$ cat config.mk
export PLATFORM = sky130hd
export DESIGN_NAME = ps2_key_tracker
export DESIGN_NICKNAME = d
export VERILOG_FILES = /design/src/rtl/ps2_pkg.sv /design/src/rtl/ps2_rx_frame.sv /design/src/rtl/ps2_key_tracker.sv
export SDC_FILE = /design/constraint.sdc
export NUM_CORES = 1
export LEC_CHECK = 0
export CAP_MARGIN = 40
export CORE_MARGIN = 2
export CORE_UTILIZATION = 35
export DETAILED_ROUTE_END_ITERATION = 8
export HOLD_SLACK_MARGIN = 0.05
export PLACE_DENSITY_LB_ADDON = 0.2
export SLEW_MARGIN = 20
export SYNTH_ARGS = -nofsm -noshare
export SYNTH_HDL_FRONTEND = slang
export SYNTH_SLANG_ARGS = --single-unit
$ cat constraint.sdc
create_clock -name clk -period 2.5 [get_ports clk]
set_input_delay 0.375 -clock clk [delete_from_list [all_inputs] [get_ports clk]]
set_output_delay 0.375 -clock clk [all_outputs]
set_load 0.02 [all_outputs]
$ cat src/rtl/ps2_pkg.sv
`default_nettype none
// ============================================================================
// Module      : ps2_pkg
// Description : Shared Set-2 scancode constants, event layout and receiver
//               state encoding for the PS/2 key tracker.
// Revision    : 1.0 - initial release
// ============================================================================
package ps2_pkg;

    localparam logic [7:0] SC_EXT        = 8'hE0;
    localparam logic [7:0] SC_BRK        = 8'hF0;
    localparam logic [7:0] SC_LSHIFT     = 8'h12;
    localparam logic [7:0] SC_RSHIFT     = 8'h59;
    localparam logic [7:0] SC_LCTRL      = 8'h14;
    localparam logic [7:0] SC_ENTER      = 8'h5A;
    localparam logic [7:0] SC_IGNORE_MIN = 8'hE1;

    // Event word: {brk, ext, code[7:0]}
    localparam int EVT_CODE_W   = 8;
    localparam int EVT_CODE_LSB = 0;
    localparam int EVT_EXT_BIT  = 8;
    localparam int EVT_BRK_BIT  = 9;
    localparam int EVT_W        = 10;
    localparam int KEY_ADDR_W   = 9;

    typedef enum logic [1:0] {
        RX_IDLE   = 2'd0,
        RX_DATA   = 2'd1,
        RX_PARITY = 2'd2,
        RX_STOP   = 2'd3
    } rx_state_t;

    function automatic logic [EVT_W-1:0] make_event(input logic brk, input logic ext,
                                                    input logic [EVT_CODE_W-1:0] code);
        return {brk, ext, code};
    endfunction

endpackage
`default_nettype wire

$ cat src/rtl/ps2_rx_frame.sv
`default_nettype none
// ============================================================================
// Module      : ps2_rx_frame
// Description : PS/2 device-to-host receiver: input synchronisers, falling
//               edge detect, 11-bit deframer with odd parity and timeout.
// Revision    : 1.0 - initial release
// ============================================================================
module ps2_rx_frame
    import ps2_pkg::*;
#(
    parameter int SYNC_STAGES    = 2,
    parameter int TIMEOUT_CYCLES = 5000,
    parameter int CHECK_PARITY   = 1
) (
    input  logic       clk,
    input  logic       rst,
    input  logic       ps2_clk,
    input  logic       ps2_data,
    output logic       byte_valid,
    output logic [7:0] byte_data,
    output logic       err_parity,
    output logic       err_timeout
);

    localparam int                  c_tmr_w   = $clog2(TIMEOUT_CYCLES) + 1;
    localparam logic [c_tmr_w-1:0]  c_tmr_max = c_tmr_w'(TIMEOUT_CYCLES - 1);

    logic [SYNC_STAGES-1:0] r_clk_sync;
    logic [SYNC_STAGES-1:0] r_data_sync;
    logic                   r_clk_prev;
    logic                   w_clk_s;
    logic                   w_data_s;
    logic                   w_fall;

    rx_state_t              r_state;
    logic [2:0]             r_bit_cnt;
    logic [7:0]             r_shift;
    logic                   r_par;
    logic [c_tmr_w-1:0]     r_timer;
    logic                   r_byte_valid;
    logic [7:0]             r_byte_data;
    logic                   r_err_parity;
    logic                   r_err_timeout;

    assign w_clk_s  = r_clk_sync[SYNC_STAGES-1];
    assign w_data_s = r_data_sync[SYNC_STAGES-1];
    assign w_fall   = r_clk_prev & ~w_clk_s;

    // Idle PS/2 lines are high; resetting to 1 avoids a phantom falling edge.
    always_ff @(posedge clk) begin
        if (rst) begin
            r_clk_sync  <= '1;
            r_data_sync <= '1;
            r_clk_prev  <= 1'b1;
        end else begin
            r_clk_sync  <= {r_clk_sync[SYNC_STAGES-2:0], ps2_clk};
            r_data_sync <= {r_data_sync[SYNC_STAGES-2:0], ps2_data};
            r_clk_prev  <= w_clk_s;
        end
    end

    always_ff @(posedge clk) begin
        if (rst) begin
            r_state       <= RX_IDLE;
            r_bit_cnt     <= 3'd0;
            r_shift       <= 8'h00;
            r_par         <= 1'b0;
            r_timer       <= '0;
            r_byte_valid  <= 1'b0;
            r_byte_data   <= 8'h00;
            r_err_parity  <= 1'b0;
            r_err_timeout <= 1'b0;
        end else begin
            r_byte_valid  <= 1'b0;
            r_err_parity  <= 1'b0;
            r_err_timeout <= 1'b0;
            if (w_fall) begin
                r_timer <= '0;
                case (r_state)
                    RX_IDLE: begin
                        r_bit_cnt <= 3'd0;
                        r_par     <= 1'b0;
                        if (!w_data_s) begin
                            r_state <= RX_DATA;
                        end
                    end
                    RX_DATA: begin
                        r_shift   <= {w_data_s, r_shift[7:1]};
                        r_par     <= r_par ^ w_data_s;
                        r_bit_cnt <= r_bit_cnt + 3'd1;
                        if (r_bit_cnt == 3'd7) begin
                            r_state <= RX_PARITY;
                        end
                    end
                    RX_PARITY: begin
                        r_par   <= r_par ^ w_data_s;
                        r_state <= RX_STOP;
                    end
                    RX_STOP: begin
                        r_state <= RX_IDLE;
                        // r_par now holds XOR over data+parity: 1 means odd.
                        if ((r_par || (CHECK_PARITY == 0)) && w_data_s) begin
                            r_byte_valid <= 1'b1;
                            r_byte_data  <= r_shift;
                        end else begin
                            r_err_parity <= 1'b1;
                        end
                    end
                    default: r_state <= RX_IDLE;
                endcase
            end else if (r_state != RX_IDLE) begin
                if (r_timer == c_tmr_max) begin
                    r_err_timeout <= 1'b1;
                    r_state       <= RX_IDLE;
                    r_timer       <= '0;
                end else begin
                    r_timer <= r_timer + c_tmr_w'(1);
                end
            end
        end
    end

    assign byte_valid  = r_byte_valid;
    assign byte_data   = r_byte_data;
    assign err_parity  = r_err_parity;
    assign err_timeout = r_err_timeout;

endmodule
`default_nettype wire

$ cat src/rtl/ps2_key_tracker.sv
`default_nettype none
// ============================================================================
// Module      : ps2_key_tracker
// Description : PS/2 keyboard front end: Set-2 make/break/extended decoder,
//               per-key pressed bitmap, modifier status and event FIFO.
// Revision    : 1.0 - initial release
// ============================================================================
module ps2_key_tracker
    import ps2_pkg::*;
#(
    parameter int SYNC_STAGES    = 2,
    parameter int TIMEOUT_CYCLES = 5000,
    parameter int FIFO_DEPTH     = 8,
    parameter int CHECK_PARITY   = 1
) (
    input  logic                  clk,
    input  logic                  rst,
    input  logic                  ps2_clk,
    input  logic                  ps2_data,
    input  logic [KEY_ADDR_W-1:0] key_addr,
    output logic                  key_down,
    output logic                  shift_down,
    output logic                  ctrl_down,
    output logic                  evt_valid,
    output logic [EVT_W-1:0]      evt_data,
    input  logic                  evt_ready,
    output logic                  evt_overflow,
    output logic                  err_parity,
    output logic                  err_timeout
);

    localparam int                c_ptr_w = $clog2(FIFO_DEPTH);
    localparam logic [c_ptr_w:0]  c_depth = (c_ptr_w + 1)'(FIFO_DEPTH);

    logic                    w_byte_valid;
    logic [7:0]              w_byte_data;

    logic [(1<<KEY_ADDR_W)-1:0] r_bitmap;
    logic                    r_ext;
    logic                    r_brk;

    logic [EVT_W-1:0]        r_mem [0:FIFO_DEPTH-1];
    logic [c_ptr_w-1:0]      r_wr_ptr;
    logic [c_ptr_w-1:0]      r_rd_ptr;
    logic [c_ptr_w:0]        r_count;
    logic                    r_overflow;

    logic                    r_key_down;
    logic                    r_shift_down;
    logic                    r_ctrl_down;

    logic                    w_is_key;
    logic                    w_full;
    logic                    w_pop;
    logic                    w_push_ok;
    logic [EVT_W-1:0]        w_evt;

    ps2_rx_frame #(
        .SYNC_STAGES    (SYNC_STAGES),
        .TIMEOUT_CYCLES (TIMEOUT_CYCLES),
        .CHECK_PARITY   (CHECK_PARITY)
    ) u_rx (
        .clk         (clk),
        .rst         (rst),
        .ps2_clk     (ps2_clk),
        .ps2_data    (ps2_data),
        .byte_valid  (w_byte_valid),
        .byte_data   (w_byte_data),
        .err_parity  (err_parity),
        .err_timeout (err_timeout)
    );

    // Prefix bytes and the E1..FF range (pause sequence etc.) are not keys.
    assign w_is_key  = w_byte_valid && (w_byte_data != SC_EXT) &&
                       (w_byte_data < SC_IGNORE_MIN);
    assign w_evt     = make_event(r_brk, r_ext, w_byte_data);
    assign w_full    = (r_count == c_depth);
    assign w_pop     = evt_valid && evt_ready;
    assign w_push_ok = w_is_key && (!w_full || w_pop);

    always_ff @(posedge clk) begin
        if (rst) begin
            r_bitmap <= '0;
            r_ext    <= 1'b0;
            r_brk    <= 1'b0;
        end else if (w_byte_valid) begin
            if (w_byte_data == SC_EXT) begin
                r_ext <= 1'b1;
            end else if (w_byte_data == SC_BRK) begin
                r_brk <= 1'b1;
            end else if (w_byte_data < SC_IGNORE_MIN) begin
                r_bitmap[{r_ext, w_byte_data}] <= ~r_brk;
                r_ext <= 1'b0;
                r_brk <= 1'b0;
            end
        end
    end

    always_ff @(posedge clk) begin
        if (w_push_ok) begin
            r_mem[r_wr_ptr] <= w_evt;
        end
    end

    always_ff @(posedge clk) begin
        if (rst) begin
            r_wr_ptr   <= '0;
            r_rd_ptr   <= '0;
            r_count    <= '0;
            r_overflow <= 1'b0;
        end else begin
            r_overflow <= w_is_key && w_full && !w_pop;
            if (w_push_ok) begin
                r_wr_ptr <= r_wr_ptr + c_ptr_w'(1);
            end
            if (w_pop) begin
                r_rd_ptr <= r_rd_ptr + c_ptr_w'(1);
            end
            case ({w_push_ok, w_pop})
                2'b10:   r_count <= r_count + (c_ptr_w + 1)'(1);
                2'b01:   r_count <= r_count - (c_ptr_w + 1)'(1);
                default: r_count <= r_count;
            endcase
        end
    end

    always_ff @(posedge clk) begin
        if (rst) begin
            r_key_down   <= 1'b0;
            r_shift_down <= 1'b0;
            r_ctrl_down  <= 1'b0;
        end else begin
            r_key_down   <= r_bitmap[key_addr];
            r_shift_down <= r_bitmap[{1'b0, SC_LSHIFT}] | r_bitmap[{1'b0, SC_RSHIFT}];
            r_ctrl_down  <= r_bitmap[{1'b0, SC_LCTRL}]  | r_bitmap[{1'b1, SC_LCTRL}];
        end
    end

    assign evt_valid    = (r_count != '0);
    // Head entry is masked so an empty FIFO presents zero, not stale data.
    assign evt_data     = evt_valid ? r_mem[r_rd_ptr] : '0;
    assign evt_overflow = r_overflow;
    assign key_down     = r_key_down;
    assign shift_down   = r_shift_down;
    assign ctrl_down    = r_ctrl_down;

endmodule
`default_nettype wire
Yosys cells after proc, flatten, opt, wreduce, memory -nomap -nowiden

Memory sizes are Yosys's and may differ from the RTL's. A register that Yosys moved wholly into a read port is not among the register bits.
Index checks and enable logic that the tools add are counted.
Widths: inputs -> output; s select.

Register bits after elaboration: 572
Memory bits (writable): 80
Input bits: 14
Word-level logic and storage cells: 118
Memories kept: 1

Add/sub/neg operators: 6
Order comparisons: 4
Eq/ne operators: 14
Multiplexer cells: 27
Bitwise logic cells: 11
Reduce and logical (&&, ||, !) cells: 33

Memories:

| memory | words | width | rd ports | clocked after memory_dff | write ports | line                  | text |
|---|---|---|---|---|---|---|---|
| r_mem  | 8     | 10    | 1        | 1                        | 1           | ps2_key_tracker.sv:42 | `logic [EVT_W-1:0] r_mem [0:FIFO_DEPTH-1];` |

Operators with widths:

| kind                  | number |
|---|---|
| $bwmux 512            | 1 |
| $lt 9x10->1 const B   | 2 |
| $eq 8x8->1 const B    | 2 |
| $reduce_bool 2->1     | 8 |
| $add 14x1->14 const B | 1 |
| $eq 14x13->1 const B  | 1 |
| $mux 14               | 1 |
| $mux 1                | 11 |
| $mux 10               | 1 |
| $mux 2                | 5 |
| $add 3x1->3 const B   | 3 |
| $bmux 1 s9            | 1 |
| $demux 1 s9           | 1 |
| $ge 9x1->1 const B    | 1 |
| $reduce_and 3->1      | 3 |
| $logic_and 1x1->1     | 8 |
| $lt 8x8->1 const B    | 1 |
| $ne 8x8->1 const B    | 1 |
| $pmux 2 s4            | 1 |
| $pmux 4 s2            | 1 |
| $reduce_and 4->1      | 2 |
| $not 1->1             | 7 |
| $eq 2x2->1 const B    | 3 |
| $mux 3                | 2 |
| other kinds (19)      | 27 |

Logic depth before layout (Yosys ltp)

Gate-level depths: netlist of the first run.

Word-level depth: 6
Mapped depth: 14

Hierarchy

From an unflattened synthesis of the first run, not the netlist that was laid out.

Cells, all modules: 3,082
Area total of the unflattened synthesis: 29,354.4 sq um

By module, submodules not included:

| module          | times used | cells an instance | area an instance (sq um) | sequential area each (sq um) |
|---|---|---|---|---|
| ps2_key_tracker | 1          | 2,883             | 27,540.2                 | 13,032.5 |
| ps2_rx_frame    | 1          | 199               | 1,814.2                  | 880.8 |

Worst setup path before layout of the first run

OpenSTA, ideal clock, no wires.

Path type: reg2reg
From: reg u_rx.r_byte_data[7] (netlist: u_rx.byte_data[7])
To: reg r_count[2]
Setup time: 70 ps
Arrival time: 2,344 ps
Data required time: 2,430 ps
Path slack: 86 ps
Cell stages (with the launch flop): 13
Buffers on the path: 1
Path through: dfxtp_1 -> inv_2 -> o21a_1 -> and2_1 -> clkbuf_1 -> inv_1 -> ha_1 -> xor2_1 -> ha_1 -> a21oi_1 -> xor2_1 -> or3_1 -> a21oi_1

Longest elaborated chain between the ends: 6
Elaborated cells on any way between the ends: 9
Those cells by class: order compare (1); eq/ne (3); mux (1); reduce/logical (4)

Ends and longest elaborated chain:

| what                                                               | line                   | text |
|---|---|---|
| start: declaration                                                 | ps2_rx_frame.sv:41     | `logic [7:0] r_byte_data;` |
| start signal: assignment                                           | ps2_rx_frame.sv:104    | `r_byte_data <= r_shift;` |
| parallel branches: the longest is 2 deep, another holds $lt 8x8->1 | --                     |  |
| $logic_and 1x1->1 *                                                | ps2_key_tracker.sv:74  | `assign w_is_key = w_byte_valid && (w_byte_data != SC_EXT) &&` |
| $logic_and 1x1->1 *                                                | ps2_key_tracker.sv:79  | `assign w_push_ok = w_is_key && (!w_full \|\| w_pop);` |
| $eq 2x1->1 or $eq 2x2->1 (tied branches)                           | ps2_key_tracker.sv:119 | `case ({w_push_ok, w_pop})` |
| $pmux 4 s2 or $reduce_bool 2->1 (tied branches)                    | --                     |  |
| end signal: assignment                                             | ps2_key_tracker.sv:120 | `2'b10: r_count <= r_count + (c_ptr_w + 1)'(1);` |
| end signal: assignment                                             | ps2_key_tracker.sv:121 | `2'b01: r_count <= r_count - (c_ptr_w + 1)'(1);` |
| end signal: assignment                                             | ps2_key_tracker.sv:122 | `default: r_count <= r_count;` |
| end: declaration                                                   | ps2_key_tracker.sv:45  | `logic [c_ptr_w:0] r_count;` |

Mark *: on every way between the ends.
A chain may end at the register's enable or synchronous reset.

==> impl_metrics.tcl, run 1 <==
set metrics [dict create \
    synth.area.top_cells "dfxtp_1, mux4_2, or3_1" \
    vias_per_cell 5.641 \
    firstDrtPassIters 5 \
    reg2regPathDepth 5 \
    path_clk_slew_ns 0.06 \
    cts-htree-levels 3 \
    portBuffers 30 \
    netlist_instances 3059 \
    power_density_mw_per_mm2 660.6 \
    worst_slack_ns -0.04089 \
    post-route-period-util_pct 101.6 \
    hold-path-cell-count 2 \
    die_w_um 293.5 \
    crit_required_ns 2.12 \
    end_kind "output port" \
    yosysMostFrequentCell "dfxtp_1" \
    antenna_found_initial 1 \
    die_h_um 293.5 \
    ir_drop_uv 483.2 \
    ys_seq_area_share_pct 47.42 \
    clockBufferDepth 3 \
    ys_ff_latch 655 \
    crit_arrival_ns 2.17 \
    slew_headroom_pct 29.57 \
    ys_types 58 \
    setup_tns_ns -0.09627 \
    synthFlopType "dfxtp_1" \
    grt_max_degree 196 \
    timing.fmax_mhz 393.6 \
    die_area_mm2 0.08617 \
    yosysTopAreaCell "dfxtp_1" \
    num_vias 23270 \
    grt_use_total_pct 19.41 \
    insertion_delay_ns 0.62 \
    multi_input_area_mm2 0.01401 \
    synth_common_cells "dfxtp_1, a21oi_1, o21ai_0, or3_1, clkbuf_1" \
    diodes 0 \
    area_delta_synth_final_pct 15.30 \
    drtIter0Drc 1727 \
    fill_cells 8008 \
    run_status "finished with violations" \
    clock-sinks 655 \
    synth_fp_nets 3087 \
    hold_ws_ns 0.09888 \
    yosysWarnings 0 \
    placementRows 106 \
    synth.cell_area_mm2 0.02934 \
    violations "setup timing" \
    rsz0062_at_grt "yes" \
    cts_tree "done" \
    totalWireLength_mm 85.02 \
    core_mm2 0.08329 \
    drive_gt1_share_pct 15.67 \
    cap_viol_max_count 0 \
    worst_pin_slew_ns 1.057 \
    hold_viol 0 \
    worstSetupPathType "register to output port" \
    first_global_vias 22200 \
    min_path_type "input pin to register" \
    gp_congestion 0.8207 \
    cts_made_buffers 73 \
    synth_top_area_share_pct 39.23 \
    report.final.slew_viol_count 0 \
    grt_overflow 0 \
    routed.top_layer "met4" \
    fin_skew_ns 0.02141 \
    wl_per_cell_um 20.61 \
    met3_length_mm 4.081 \
    cp_max_fo 5 \
    seqCellArea_mm2 0.01392 \
    synth_area_per_cell_um2 9.592 \
    drtAntennaViolNets 0 \
    m1WireLength_mm 37.74 \
    ios 31 \
    async_flop_share_pct 0 \
    drc 0 \
    hpwl_mm 49.78 \
    setup_violations 4 \
    clockRootBuffer "clkbuf_16" \
    grt_pass1_wl_mm 132.4 \
    startpoint_type "register" \
    p_leak_nw 10.75 \
    route.met2.wl_mm 40.86 \
    period_needed_ns 2.541 \
    final_nets 3017 \
    start_util_pct 35.23 \
    synth_edf_count 80 \
]
-- cell families after synthesis --
kind of cell    count (synthesis)  share of synthesized area, %
compound gates                996                         18.30
buf+inv                       358                         5.117
flops                         655                         47.42
xor+xnor                       21                        0.6268
simple gates                  814                         15.41
fa+ha+maj                      14                        0.5970
mux                           201                         12.53
-- registers in the layout, summed over array words and instances, names as in the netlist, 2 cells and up, named ones only --
name / flops
u_rx.r_bit_cnt: 3
r_rd_ptr: 3
u_rx.byte_data: 8
r_bitmap: 512
u_rx.r_timer: 14
u_rx.r_data_sync: 2
u_rx.r_state: 2
r_count: 4
u_rx.r_clk_sync: 2
r_mem: 80
r_wr_ptr: 3
u_rx.r_shift: 8
-- per-layer routing --
metal | GRT usage [%] | vias up
li1 | - | 11090
met1 | 26.03 | 11480
met5 | 0 | -
met2 | 32.21 | 572
met4 | 6.595 | 0
met3 | 2.617 | 129
-- cell type report --
class	count	share of cell area, %
flip-flops and latches	655	41.15
multi-input cells	2046	41.40
clock inverters	33	1.084
inverters	12	0.1331
repair buffers	201	6.084
well taps	1080	3.994
clock buffers	98	6.158
-- final timing paths --
check | start | endpoint | slack, ns
hold reg to reg | u_rx.r_clk_sync[0] | u_rx.r_clk_sync[1] | 0.42
setup reg to reg | u_rx.byte_data[4] | r_bitmap[284] | 0.21
hold / removal | rst | r_bitmap[490] | 0.1
setup / recovery | register | evt_data[5] | -0.04
-- stage by stage --
step / cells / total power [mW] / area (um2) / util [%] / setup slack [ns]
floorplan: 3059 / 11.29 / 29340 / - / 0.08594
global placement: 3990 / 11.57 / 31310 / 37.59 / -0.1428
finish: 4125 / 22.35 / 33830 / 40.62 / -0.04089
global route: 4125 / 23.05 / 33830 / 40.62 / -0.1094
CTS: 4126 / 22.60 / 33860 / 40.65 / -0.1496
detailed placement: 3990 / 11.58 / 31310 / 37.59 / -0.1039
-- power breakdown --
part | switching (mW) | internal [mW] | leakage (nW)
sequential | 0.00374 | 10.6 | 5.37
clock | 4.51 | 6.50 | 1.21
combinational | 0.457 | 0.264 | 4.16
-- cells in the final DEF, fill, tap and decap left out, types with 10 or more instances in the layout --
master / count
buf_2: 10
o21ai_0: 402
a21oi_1: 470
mux2_2: 10
nor2_1: 114
or3_1: 392
xor2_1: 13
mux4_2: 132
a311oi_1: 47
nand2_1: 100
mux2i_1: 55
dfxtp_1: 573
nor3_1: 21
clkbuf_16: 75
nand2_2: 11
nor2b_1: 82
edfxtp_1: 80
clkbuf_1: 11
a211oi_1: 17
buf_12: 38
nor4_1: 11
clkinv_2: 17
nand2b_1: 13
nand4_1: 10
clkdlybuf4s50_1: 14
clkbuf_8: 12
o22ai_1: 12
ha_1: 14
nand3_1: 18
inv_1: 10
buf_4: 133
o221ai_1: 14
-- what timing repair did --
action | 4_1_cts | 5_1_grt
gates resized for setup | 47 | 7
cloned | 3 | 0
pin swaps | 0 | 1
setup buffers | 2 | 0
endpoints found under the hold margin | 0 | 0
setup endpoints to repair | 11 | 14
hold buffers | 0 | 0
-- critical path, stage by stage, from the launching register on --
cell     delay (ns)
dfxtp_4        0.44
buf_12         0.15
mux4_2         0.51
mux2i_2        0.19
nor2_1         0.09
buf_2          0.16
Power figures use the tool's default switching activity.
==> inputs of run 2 (changes only) <==
--- a/config.mk
+++ b/config.mk
@@ -7,7 +7,7 @@
 export LEC_CHECK = 0
 export CAP_MARGIN = 40
 export CORE_MARGIN = 2
-export CORE_UTILIZATION = 35
+export CORE_UTILIZATION = 57
 export DETAILED_ROUTE_END_ITERATION = 8
 export HOLD_SLACK_MARGIN = 0.05
 export PLACE_DENSITY_LB_ADDON = 0.2
==> impl_metrics.tcl, run 2 (synthesis gave the netlist of run 1 again) <==
set metrics [dict create \
    run_status "completed" \
    final_util_pct 65.03 \
    portBuffers 30 \
    grt_pass1_wl_mm 124.6 \
    startpoint_type "register" \
    worstSetupPathType "register to output port" \
    slowest_stage "mux4_2" \
    grt_max_degree 185 \
    top_regs "r_bitmap: 512 flops, r_mem: 80 flops, u_rx.r_timer: 14 flops" \
    die_h_um 230.9 \
    wl_per_cell_um 21.10 \
    crit_arrival_ns 2.12 \
    grt_overflow 0 \
    cap_viol_max_count 0 \
    drc 0 \
    regMostFlops "r_bitmap" \
    worst_slack_ns 0.007568 \
    end_kind "output port" \
    cp_max_fo 8 \
    largest_register_ffs 512 \
    rsz0062_at_grt "yes" \
    final_nets 3016 \
    crit_required_ns 2.12 \
    totalWireLength_mm 78.44 \
    num_vias 23660 \
    cp_num_buf_inv 2 \
    die_w_um 230.9 \
    report.final.slew_viol_count 0 \
    slew_headroom_pct 40.88 \
    clockRootBuffer "clkbuf_16" \
    clockBufferDepth 3 \
    final_cell_area_mm2 0.03323 \
    ir_drop_uv 507.3 \
    antenna_found_initial 1 \
    hold_ws_ns 0.1468 \
    cts_made_buffers 70 \
    start_util_pct 57.43 \
    area_delta_synth_final_pct 13.24 \
    cts_tree "done" \
    worstPathCellList "buf_12, mux4_2, mux2i_1, nor2_1, buf_2" \
    clock-sinks 655 \
    layout_commonest_cell "dfxtp_1" \
    post_dp_cell_area_mm2 0.03075 \
    setup_violations 0 \
    hold_viol 0 \
    cpPeakStageDelay_ns 0.50 \
    worst_pin_slew_ns 0.8869 \
    pre_cts_ws_ns -0.4263 \
    drtAntennaViolNets 0 \
    vias_per_cell 6.364 \
    hpwl_mm 47.12 \
    gp_congestion 0.8493 \
    timing.fmax_mhz 401.2 \
    stdcell_count 3718 \
    crit_family "multiplexers" \
    post-route-period-util_pct 99.70 \
    first_global_vias 22390 \
    diodes 0 \
    drtIter0Drc 2435 \
    cts-htree-levels 3 \
    firstDrtPassIters 5 \
    core_mm2 0.05109 \
    setup_tns_ns 0 \
    dp_cells 3593 \
    power_mw 22.21 \
    ios 31 \
    path_clk_slew_ns 0.06 \
    drive_gt1_share_pct 15.27 \
    holdBufCountCts 0 \
    grt_use_total_pct 29.17 \
    power_density_mw_per_mm2 668.5 \
    min_path_type "input pin to register" \
    fin_skew_ns 0.02374 \
    period_needed_ns 2.492 \
    placementRows 83 \
    p_leak_nw 10.67 \
    insertion_delay_ns 0.60 \
    die_area_mm2 0.05331 \
    final_cell_mix "dfxtp_1, a21oi_1, o21ai_0" \
]
-- run 2: final timing paths --
kind / from / endpoint / slack, ns / depth (start not counted)
hold / removal: rst / r_bitmap[505] / 0.15 / 2
setup / recovery: register / evt_data[7] / 0.008 / 5
setup reg to reg: r_count[1] / r_count[2] / 0.21 / 11
hold reg to reg: u_rx.r_clk_sync[0] / u_rx.r_clk_sync[1] / 0.42 / 1
-- run 2: layout make-up --
type | instances | area [um2]
Clock buffer | 103 | 2098
Clock inverter | 19 | 326.6
Fill cell | 4000 | 17870
Inverter | 12 | 45.04
Multi-Input combinational cell | 2046 | 14000
Sequential cell | 655 | 13920
Tap cell | 680 | 850.8
Timing Repair Buffer | 203 | 1984
-- run 2: what timing repair did --
action / 4_1_cts / 5_1_grt
cloned: 1 / 0
pin swaps: 0 / 1
endpoints found under the setup margin: 11 / 9
buffers inserted: 2 / 0
gates resized for setup: 50 / 6
-- run 2: power breakdown --
group | switching (mW) | internal, mW
Sequential | 0.00419 | 10.6
Combinational | 0.437 | 0.249
Clock | 4.18 | 6.73
Total | 4.62 | 17.6
-- run 2: metal layers --
| layer | track usage [%] | share of wire (%) | vias to the layer above |
|---|---|---|---|
| met5 | 0 | 0.020 | - |
| met4 | 9.798 | 2.9 | 2 |
| met3 | 4.360 | 6.5 | 169 |
| met2 | 47.71 | 48 | 842 |
| met1 | 39.77 | 43 | 11560 |
| li1 | - | - | 11090 |
